`config.mk`:
```
export PLATFORM = sky130hd
export DESIGN_NAME = inc_arbiter
export DESIGN_NICKNAME = d
export VERILOG_FILES = /design/src/rtl/inc_arbiter.sv
export SDC_FILE = /design/constraint.sdc
export NUM_CORES = 1
export LEC_CHECK = 0
export ABC_CLOCK_PERIOD_IN_PS = 6350
export CAP_MARGIN = 10
export CORE_UTILIZATION = 44
export DETAILED_ROUTE_END_ITERATION = 16
export PLACE_DENSITY = 0.84
export SETUP_SLACK_MARGIN = 0.2
export SLEW_MARGIN = 30
export SYNTH_ARGS = -nofsm -noshare
export SYNTH_HDL_FRONTEND = slang
export SYNTH_SLANG_ARGS = --single-unit
```
`constraint.sdc`:
```
create_clock -name clk -period 6.35 [get_ports clk]
set_input_delay 1.27 -clock clk [delete_from_list [all_inputs] [get_ports clk]]
set_output_delay 1.27 -clock clk [all_outputs]
set_load 0.1 [all_outputs]
```
`src/rtl/inc_arbiter.sv`:
```
// Shared 16-bit incrementer arbitrated between two requesters A and B.
// Latency: one cycle from request sampled at a rising edge to registered grant/result.
// Backpressure: none; a requester holds req until it sees its one-cycle grant.
//
// Ports:
//   clk, rst_n          sole clock, asynchronous active-low reset
//   req_a/in_a          requester A: wants one increment of in_a
//   req_b/in_b          requester B: wants one increment of in_b
//   gnt_a/gnt_b         registered one-cycle grant/acknowledge
//   valid               out/ovf carry a fresh result this cycle
//   out/ovf             granted operand + 1 (mod 2^16) and its carry out
//   owner               0 = result belongs to A, 1 = to B
module inc_arbiter #(
    parameter int FAIR = 1
) (
    input  logic        clk,
    input  logic        rst_n,
    input  logic        req_a,
    input  logic [15:0] in_a,
    input  logic        req_b,
    input  logic [15:0] in_b,
    output logic        gnt_a,
    output logic        gnt_b,
    output logic        valid,
    output logic [15:0] out,
    output logic        ovf,
    output logic        owner
);

    // One bit per serve state so the grants decode straight from flops.
    typedef enum logic [1:0] {
        IDLE    = 2'b00,
        SERVE_A = 2'b01,
        SERVE_B = 2'b10
    } state_t;

    state_t      state;
    state_t      next_state;
    logic        last_b;      // 1 = B was served most recently
    logic        sel_b;       // operand mux select for the granting edge
    logic [15:0] operand;
    logic [15:0] sum;
    logic [16:0] carry;

    // ------------------------------------------------------------------
    // State register, last-served pointer and result capture
    // ------------------------------------------------------------------
    always_ff @(posedge clk or negedge rst_n) begin
        if (!rst_n) begin
            state  <= IDLE;
            last_b <= 1'b1;   // "B last" so A wins the first tie
            out    <= 16'h0000;
            ovf    <= 1'b0;
            owner  <= 1'b0;
        end else begin
            state <= next_state;
            // Pointer and result move only on a grant; IDLE holds them.
            if (next_state != IDLE) begin
                last_b <= sel_b;
                out    <= sum;
                ovf    <= carry[16];
                owner  <= sel_b;
            end
        end
    end

    // ------------------------------------------------------------------
    // Next-state logic
    // ------------------------------------------------------------------
    always_comb begin
        next_state = IDLE;
        if (req_a && req_b) begin
            if (FAIR != 0) begin
                next_state = last_b ? SERVE_A : SERVE_B;
            end else begin
                next_state = SERVE_A;
            end
        end else if (req_a) begin
            next_state = SERVE_A;
        end else if (req_b) begin
            next_state = SERVE_B;
        end
    end

    // ------------------------------------------------------------------
    // Output decode: grants/valid follow the registered state
    // ------------------------------------------------------------------
    always_comb begin
        gnt_a = 1'b0;
        gnt_b = 1'b0;
        valid = 1'b0;
        case (state)
            SERVE_A: begin
                gnt_a = 1'b1;
                valid = 1'b1;
            end
            SERVE_B: begin
                gnt_b = 1'b1;
                valid = 1'b1;
            end
            default: begin
                gnt_a = 1'b0;
                gnt_b = 1'b0;
                valid = 1'b0;
            end
        endcase
    end

    // ------------------------------------------------------------------
    // Single shared +1 datapath: operand chosen by the winner of this
    // edge, then a ripple of half adders with carry-in tied to 1.
    // ------------------------------------------------------------------
    assign sel_b   = (next_state == SERVE_B);
    assign operand = sel_b ? in_b : in_a;
    assign carry[0] = 1'b1;

    genvar i;
    generate
        for (i = 0; i < 16; i++) begin : g_ha
            assign sum[i]     = operand[i] ^ carry[i];
            assign carry[i+1] = operand[i] & carry[i];
        end
    endgenerate

endmodule

```
* Word-level counts from Yosys, hierarchy flattened
Index checks and enable logic that the tools add are counted.
W data, S select, Z words.
** Storage, ports and cells
- Word-level logic and storage cells :: 50
- Flip-flop bits (word level) :: 21
- Input bits :: 36
** Operators by class
- Eq/ne operators :: 3
- Mux-type cells :: 8
- Bitwise gates (word level) :: 31
- Reduce and logical (&&, ||, !) cells :: 3
** Operators with widths (number)
- $mux W16 :: 1
- $and A1 B1 Y1 :: 15
- $xor A1 B1 Y1 :: 15
- $mux W2 :: 4
- $eq A2 B2 Y1 const B :: 2
- $mux W1 :: 3
- $eq A2 B1 Y1 const B :: 1
- $reduce_bool A2 Y1 :: 1
- $reduce_or A2 Y1 :: 1
- $logic_and A1 B1 Y1 :: 1
- $not A1 Y1 :: 1

* Longest topological paths before layout
- Word-level depth :: 20
- Depth in mapped cells :: 21
- Mapped depth without buffers :: 19

* Least setup slack after synthesis
OpenSTA, ideal clock, no wires.
- Path type :: in2reg
- From :: input req_b
- To :: register out[15]
- Cell stages on the path :: 19
- Setup time :: 0.126 ns
- Path slack :: 1.427 ns
- Buffers on the path :: 1
- Arrival time :: 4.798 ns
- Path through :: a21boi_2 > buf_6 > mux2_2 > ha_1 > ha_1 > ha_1 > ha_1 > ha_1 > ha_1 > ha_1 > ha_1 > ha_1 > ha_1 > ha_1 > ha_1 > ha_1 > ha_1 > ha_1 > mux2_2
** Between the ends
- Longest elaborated chain between the ends :: 20
- Elaborated cells on any way between the ends :: 22
- Those cells by class :: eq/ne (1); mux (4); bitwise (15); reduce/logical (2)
** Ends and longest elaborated chain
- start: declaration :: line 20 : input logic req_b,
- $mux W2 :: line 80 : end else if (req_b) begin
- $mux W2 :: line 78 : end else if (req_a) begin
- $mux W2 (*) :: line 72 : if (req_a && req_b) begin
- $eq A2 B2 Y1 (*) :: line 113 : assign sel_b = (next_state == SERVE_B);
- $mux W16 (*) :: line 114 : assign operand = sel_b ? in_b : in_a;
- $and A1 B1 Y1 (14 in a row) :: line 121 : assign carry[i+1] = operand[i] & carry[i];
- $xor A1 B1 Y1 (*) :: line 120 : assign sum[i] = operand[i] ^ carry[i];
- named net sum[15] :: line 42 : logic [15:0] sum;
- end signal: assignment :: line 60 : out <= sum;
- end: declaration :: line 25 : output logic [15:0] out,
Mark *: on every way through the listed nets, which the timed path passes. The rest lies on a longest branch.
A chain may end at the register's enable or synchronous reset.

* Final worst setup path
Ends and elaborated chain as after synthesis.

==> summary.md <==
| Metric | Value |
|---|---|
| Yosys warns | 0 |
| Antenna cells | 0 |
| P per Cell Area | 258 nW/um^2 |
| Final ANT Viol Nets | 0 |
| Largest net degree at the start of global routing | 22 |
| Slew headroom | 34.6% |
| R2R setup slack | 2130 ps |
| # port buffers | 56 |
| Mean routed wirelength per cell | 13.3 um |
| Final #Nets | 200 |
| Vias in the first global route | 933 |
| Endpoints failing setup | 0 |
| Starting DRT DRC Count | 18 |
| Synth top area cells | dfrtp_1 40%, mux2_2 23%, ha_1 17%, mux2_4 7.2%, dfstp_2 2.1% |
| Fillcell total | 193 |
| Pleak | 0.831 nW |
| Worst EP arrival | 5510 ps |
| Slew Viols, Final | 0 |
| Clock-pin slew on the worst setup and hold paths | 120 ps |
| CP Data Required Time | 6550 ps |
| Root buffer cell | clkbuf_4 |
| Overflow left after global routing | 0 |
| Iteration count of the initial detailed-routing pass | 4 |
| First-pass GRT wire length | 4.06 mm |
| CTS Buf Count | 3 |
| Finished Layout Cells | 176 |
| H-tree levels | 1 |
| Post-DP HPWL | 1.85 mm |
| DR DRC count | 0 |
| Post-synthesis cell area | 1250 um^2 |
| Horiz. Die Dim | 55.2 um |
| Placed cell count | 172 |
| Slew @ Worst Pin | 977 ps |
| Fin Setup TNS | 0 ps |
| Bufs and invs on worst path | 2 |
| Worst-skew pair later-pin latency | 300 ps |
| Postcts setup bufs | 0 |
| Antenna violations before repair | 0 |
| FP Rows | 18 |
| Core area | 2570 um^2 |
| GR Util All Layers | 16.2% |
| Post-synthesis average cell area | 14.2 um^2 |
| RePlAce Congestion | 0.707 |
| HP Class | flop to flop |
| Cts repair resizes | 0 |
| Final worst path period need | 5310 ps |
| Met3 usage | 4.45% |
| Seq/Total Area, Yosys | 42.3% |
| Post-synth top area share | 40.2% |
| Startpoint Class | input port |
| Vias per std cell | 4.97 |
| Crit path top cell by count | ha_1 |
| Hold buffer count at cts | 0 |
| Cells after Synth | 88 |
| Met1 GRT Util | 19.4% |
| Routed vias | 874 |
| I/O pin count | 57 |
| Max-Cap Viols | 0 |
| Syn nets | 141 |
| Most frequent cells in the layout | 55 x clkdlybuf4s50_1, 25 x mux2_2, 20 x dfrtp_1 |
| Count of cell types in the netlist | 19 |
| Peak VDD IR | 0.186 mV |
| GR Layer Usage met2 | 30.1% |
| Top delay family on crit path | adder cells |
| CP cell instances | clkdlybuf4s50_1, a21boi_2, buf_4, mux2_4, ha_1, ha_1, ha_1, ha_1, ha_1, ha_1, ha_1, ha_1, ha_1, ha_1, ha_1, ha_1, ha_1, ha_1, mux2_2 |
| Clk_skew | 5.54 ps |
| Critical path endpoint category | flop |
| Share of cells above drive strength 1 | 29.5% |
| #FFs+latches synth | 21 |
| Final WL | 2.33 mm |
| CTS max path bufs | 2 |
| Commonest non-fill, non-tap cell in the layout | clkdlybuf4s50_1 |
| Clock Sinks | 21 |
| Max FO, Critical Path | 18 |
| Busiest grt layer | met2 |
| Final Cycle Share | 83.6% |
| Max Clock Freq | 0.188 GHz |
| Status | finished clean |
| Crit path largest cell delay | 550 ps |
| Full die area | 3050 um^2 |
| Yosys top cell by area | dfrtp_1 |
| Initial core utilization | 48.5% |
| Layout overhead on the synthesized area | 47.0% |
| Worst Path Class, Setup | input port to flop |
| CTS tree | built |
| RSZ-0062 raised after global routing | false |
| Critical path's slowest cell | clkdlybuf4s50_1 |
| Fin. Hold Viols | 0 |
| Die Y | 55.2 um |
-- cell type report --
| type | count | area (um^2) | area share, % |
|---|---|---|---|
| clock buffer | 3 | 22.5 | 1.23 |
| clock inverter | 1 | 5.00 | 0.273 |
| inverter | 5 | 18.8 | 1.02 |
| multi-input combinational | 59 | 658 | 35.9 |
| sequential | 21 | 527 | 28.8 |
| tap | 30 | 37.5 | 2.05 |
| timing repair buffer | 57 | 563 | 30.7 |
-- kinds of logic (layout without fill, tap and decap cells) --
logic type | count (synthesis) | after routing | synth area share (%)
muxes | 31 | 31 | 29.8
DFF | 21 | 21 | 42.3
adders and majority gates | 17 | 17 | 17.1
buffers and inverters | 8 | 66 | 4.92
and+or+nand+nor | 6 | 6 | 2.61
AOI/OAI and AO/OA | 5 | 5 | 3.31
-- flip-flops by register name, indices dropped and copies added, names as in the netlist --
signal	flops
state	2
owner	1
out	16
last_b	1
ovf	1
-- cells in the mapped netlist --
library cell / instances
buf_12: 1
a21o_2: 1
o21ai_0: 1
buf_6: 2
nor2_1: 1
nand3_1: 1
mux2_2: 25
dfrtp_1: 20
and2_2: 1
o311a_2: 1
nand2b_1: 1
a21oi_1: 1
mux2_4: 6
inv_1: 5
a21boi_2: 1
nand2_1: 1
nor2_2: 1
dfstp_2: 1
ha_1: 17
-- metrics by stage --
step / utilization (%) / hold slack [ps] / power [mW] / instance area [um^2] / worst slack [ps]
detailed placement: 70.5 / 491 / 0.413 / 1810 / 668
finish: 71.3 / 514 / 0.473 / 1830 / 1040
floorplan: - / 485 / 0.345 / 1250 / 1430
global placement: 70.5 / 488 / 0.411 / 1810 / 731
global route: 71.3 / 530 / 0.494 / 1830 / 862
CTS: 71.5 / 520 / 0.478 / 1840 / 1010
-- per-layer routing --
metal  up-vias  wire [um]
li1        429          -
met1       406       1020
met2        39       1160
met3         0        150
met4         0          0
met5         -          0
-- worst paths after layout --
kind / endpoint / startpoint / cells past startpoint
min reg2reg: out[9] / out[9] / 1
max reg2reg: out[15] / last_b / 20
min: out[9] / out[9] / 1
max in group asynchronous: last_b / rst_n / 1
min in group asynchronous: out[4] / rst_n / 1
max: out[15] / req_b / 19
-- report_power, final --
group	switching, mW	leakage (nW)	total (mW)	internal [mW]
sequential	0.00957	0.247	0.162	0.152
clock	0.0405	0.0177	0.0639	0.0234
combinational	0.168	0.567	0.247	0.0789
Power figures use the tool's default switching activity.
==> RTL edit: new RTL, config.mk and constraints unchanged <==
Change the parameter `FAIR` from 1 to 0.
--- a/src/rtl/inc_arbiter.sv
+++ b/src/rtl/inc_arbiter.sv
@@ -13,3 +13,3 @@
 module inc_arbiter #(
-    parameter int FAIR = 1
+    parameter int FAIR = 0
 ) (
Behaviour: not the same (Yosys sat finds a counterexample within 4 cycles, from zero or initial values and one cycle with rst_n low).
==> RTL edit against the original RTL <==
- clock power is 9.7% lower
- largest power group unchanged
- area after synthesis is 2.1% lower
- sequential power is 8% lower
- critical path type unchanged
- global-route usage is 2.6 points higher
- routed wire length is 5.1% higher
- total power is 13% lower
- critical endpoint unchanged
- sequential cell count is 1 lower
- largest cell class unchanged
- worst setup slack worse by 0.16 ns
- combinational power is 16% lower
- final area is 2.2% lower
==> RTL edit: results (changes against the original RTL) <==
| Metric | Value |
|---|---|
| Crit Reg-Reg Startpoint | `out[0]$_DFFE_PN0P_` |
| Least-Margin Pin Slew | `0.998 ns (+0.0204 ns)` |
| R2r setup slk | `5.43 ns (+3.30 ns)` |
| Synth Net Count | `137 (-2.8%)` |
| Hold endpoint | `ovf$_DFFE_PN0P_` |
| Status | `completed` |
| Crit-path slowest cell | `clkdlybuf4s50_1` |
| Worst-Skew Late Latency | `0.29 ns` |
| CP top delay family | `adder cells` |
| WHS | `0.520 ns (+0.00529 ns)` |
| Largest net degree at the start of global routing | `21 (-4.5%)` |
| Peak supply drop | `0.000180 V (-3.4%)` |
| Setup Fix Bufs, Post-CTS | `0 (unchanged)` |
| Overall routing resource usage | `0.188 (+0.0256)` |
| Layout Cells excl Fill | `170 (-3.4%)` |
| Layout cells sized above 1 | `0.286 (-0.00881)` |
| Worst-path clk slew | `0.10 ns (-0.02 ns)` |
| Detailed Route WL | `2450 um (+5.1%)` |
| Detailed placement HPWL | `2040 um (+9.9%)` |
| Worst setup startpoint | `req_b` |
| Hold Crit Class | `register to register` |
| CTS Root Cell | `clkbuf_4` |
| Number of synthesis warnings | `0 (unchanged)` |
| Worst R2R Path Depth | `2 (-90%)` |
| LEAKAGE | `0.000812 uW (-2.3%)` |
| Clk_skew | `0 ns (-0.00554 ns)` |
| Worst-path fanout max | `7 (-11)` |
| Ant diodes | `0 (unchanged)` |
| Hold Startpoint | `ovf$_DFFE_PN0P_` |
| Pwr dens | `230 mW/mm2 (-11%)` |
| Sequential share of the synthesized area | `0.410 (-0.0124)` |
| Vias in the first global route | `943 (+1.1%)` |
| GPL Wtd Cong | `0.720 (+1.8%)` |
| Post-synthesis area per instance | `14.5 um2 (+2.6%)` |
| Largest registers | `out: 16 flops, state: 2 flops` |
| Hold Path Cell Cnt | `1 (unchanged)` |
| Largest cells by area after synthesis | `dfrtp_1 41%, mux2_2 21%, ha_1 17%` |
| Clock Tree Buf Depth | `2 (unchanged)` |
| Netlist cell types | `15 (-4)` |
| Main synth FF type | `dfrtp_1` |
| Final nets | `195 (-2.5%)` |
| Via count | `851 (-2.6%)` |
| Fillers | `200 (+3.6%)` |
| Share of flip-flops with an asynchronous set or reset | `1.00 (unchanged)` |
| Endpoint of the worst register-to-register path | `out[0]$_DFFE_PN0P_` |
| Global-route wire length before repair | `3890 um (-4.3%)` |
| Iteration-0 DRC Markers | `3 (-15)` |
| Post-synth top cells | `23 x mux2_2, 20 x dfrtp_1, 17 x ha_1` |
| Pre-antenna DRT Iters | `2 (-2)` |
RTL edit: worst max-delay path by stage:
stage          slack (ns)                  end
6_report             0.88  out[15]$_DFFE_PN0P_
5_1_grt              0.74  out[15]$_DFFE_PN0P_
4_1_cts              0.86  out[15]$_DFFE_PN0P_
3_5_place_dp         0.52  out[15]$_DFFE_PN0P_
3_3_place_gp         0.61  out[15]$_DFFE_PN0P_
2_1_floorplan        1.34  out[15]$_DFFE_PN0P_
RTL edit: report_power, final:
group          switching (uW)  internal, uW  leakage (uW)
Combinational             139          67.9      0.000561
Clock                    35.6          22.1     0.0000138
Sequential               7.30           141      0.000237
Total                     182           231      0.000812
RTL edit: stage by stage:
stage / utilization / cell area, um2 / power (uW) / setup WS (ns)
2_1_floorplan: - / 1220 / 298 / 1.34
3_3_place_gp: 0.697 / 1770 / 356 / 0.611
5_1_grt: 0.704 / 1790 / 434 / 0.738
4_1_cts: 0.706 / 1800 / 420 / 0.859
6_report: 0.704 / 1790 / 413 / 0.880
3_5_place_dp: 0.697 / 1770 / 360 / 0.522
RTL edit: final cells by class:
| type | instances | share of cell area |
|---|---|---|
| clock buffer | 3 | 0.0126 |
| inverter | 3 | 0.00628 |
| multi-input combinational | 57 | 0.367 |
| sequential | 20 | 0.279 |
| tap | 30 | 0.0209 |
| timing repair buffer | 57 | 0.314 |
RTL edit: metal layers:
metal,share of wire,wire (um),GRT usage
met4,0,0,0.0641
met1,0.40,974,0.204
met3,0.073,179,0.0583
met2,0.53,1300,0.339
met5,0,0,0
RTL edit: cell families after synthesis:
logic type                 Yosys count  share of synthesized area
muxes                               32                      0.323
adders and majority gates           17                      0.174
and+or+nand+nor                      7                     0.0328
AOI/OAI and AO/OA                    1                    0.00821
DFF                                 20                      0.410
buffers and inverters                7                     0.0513
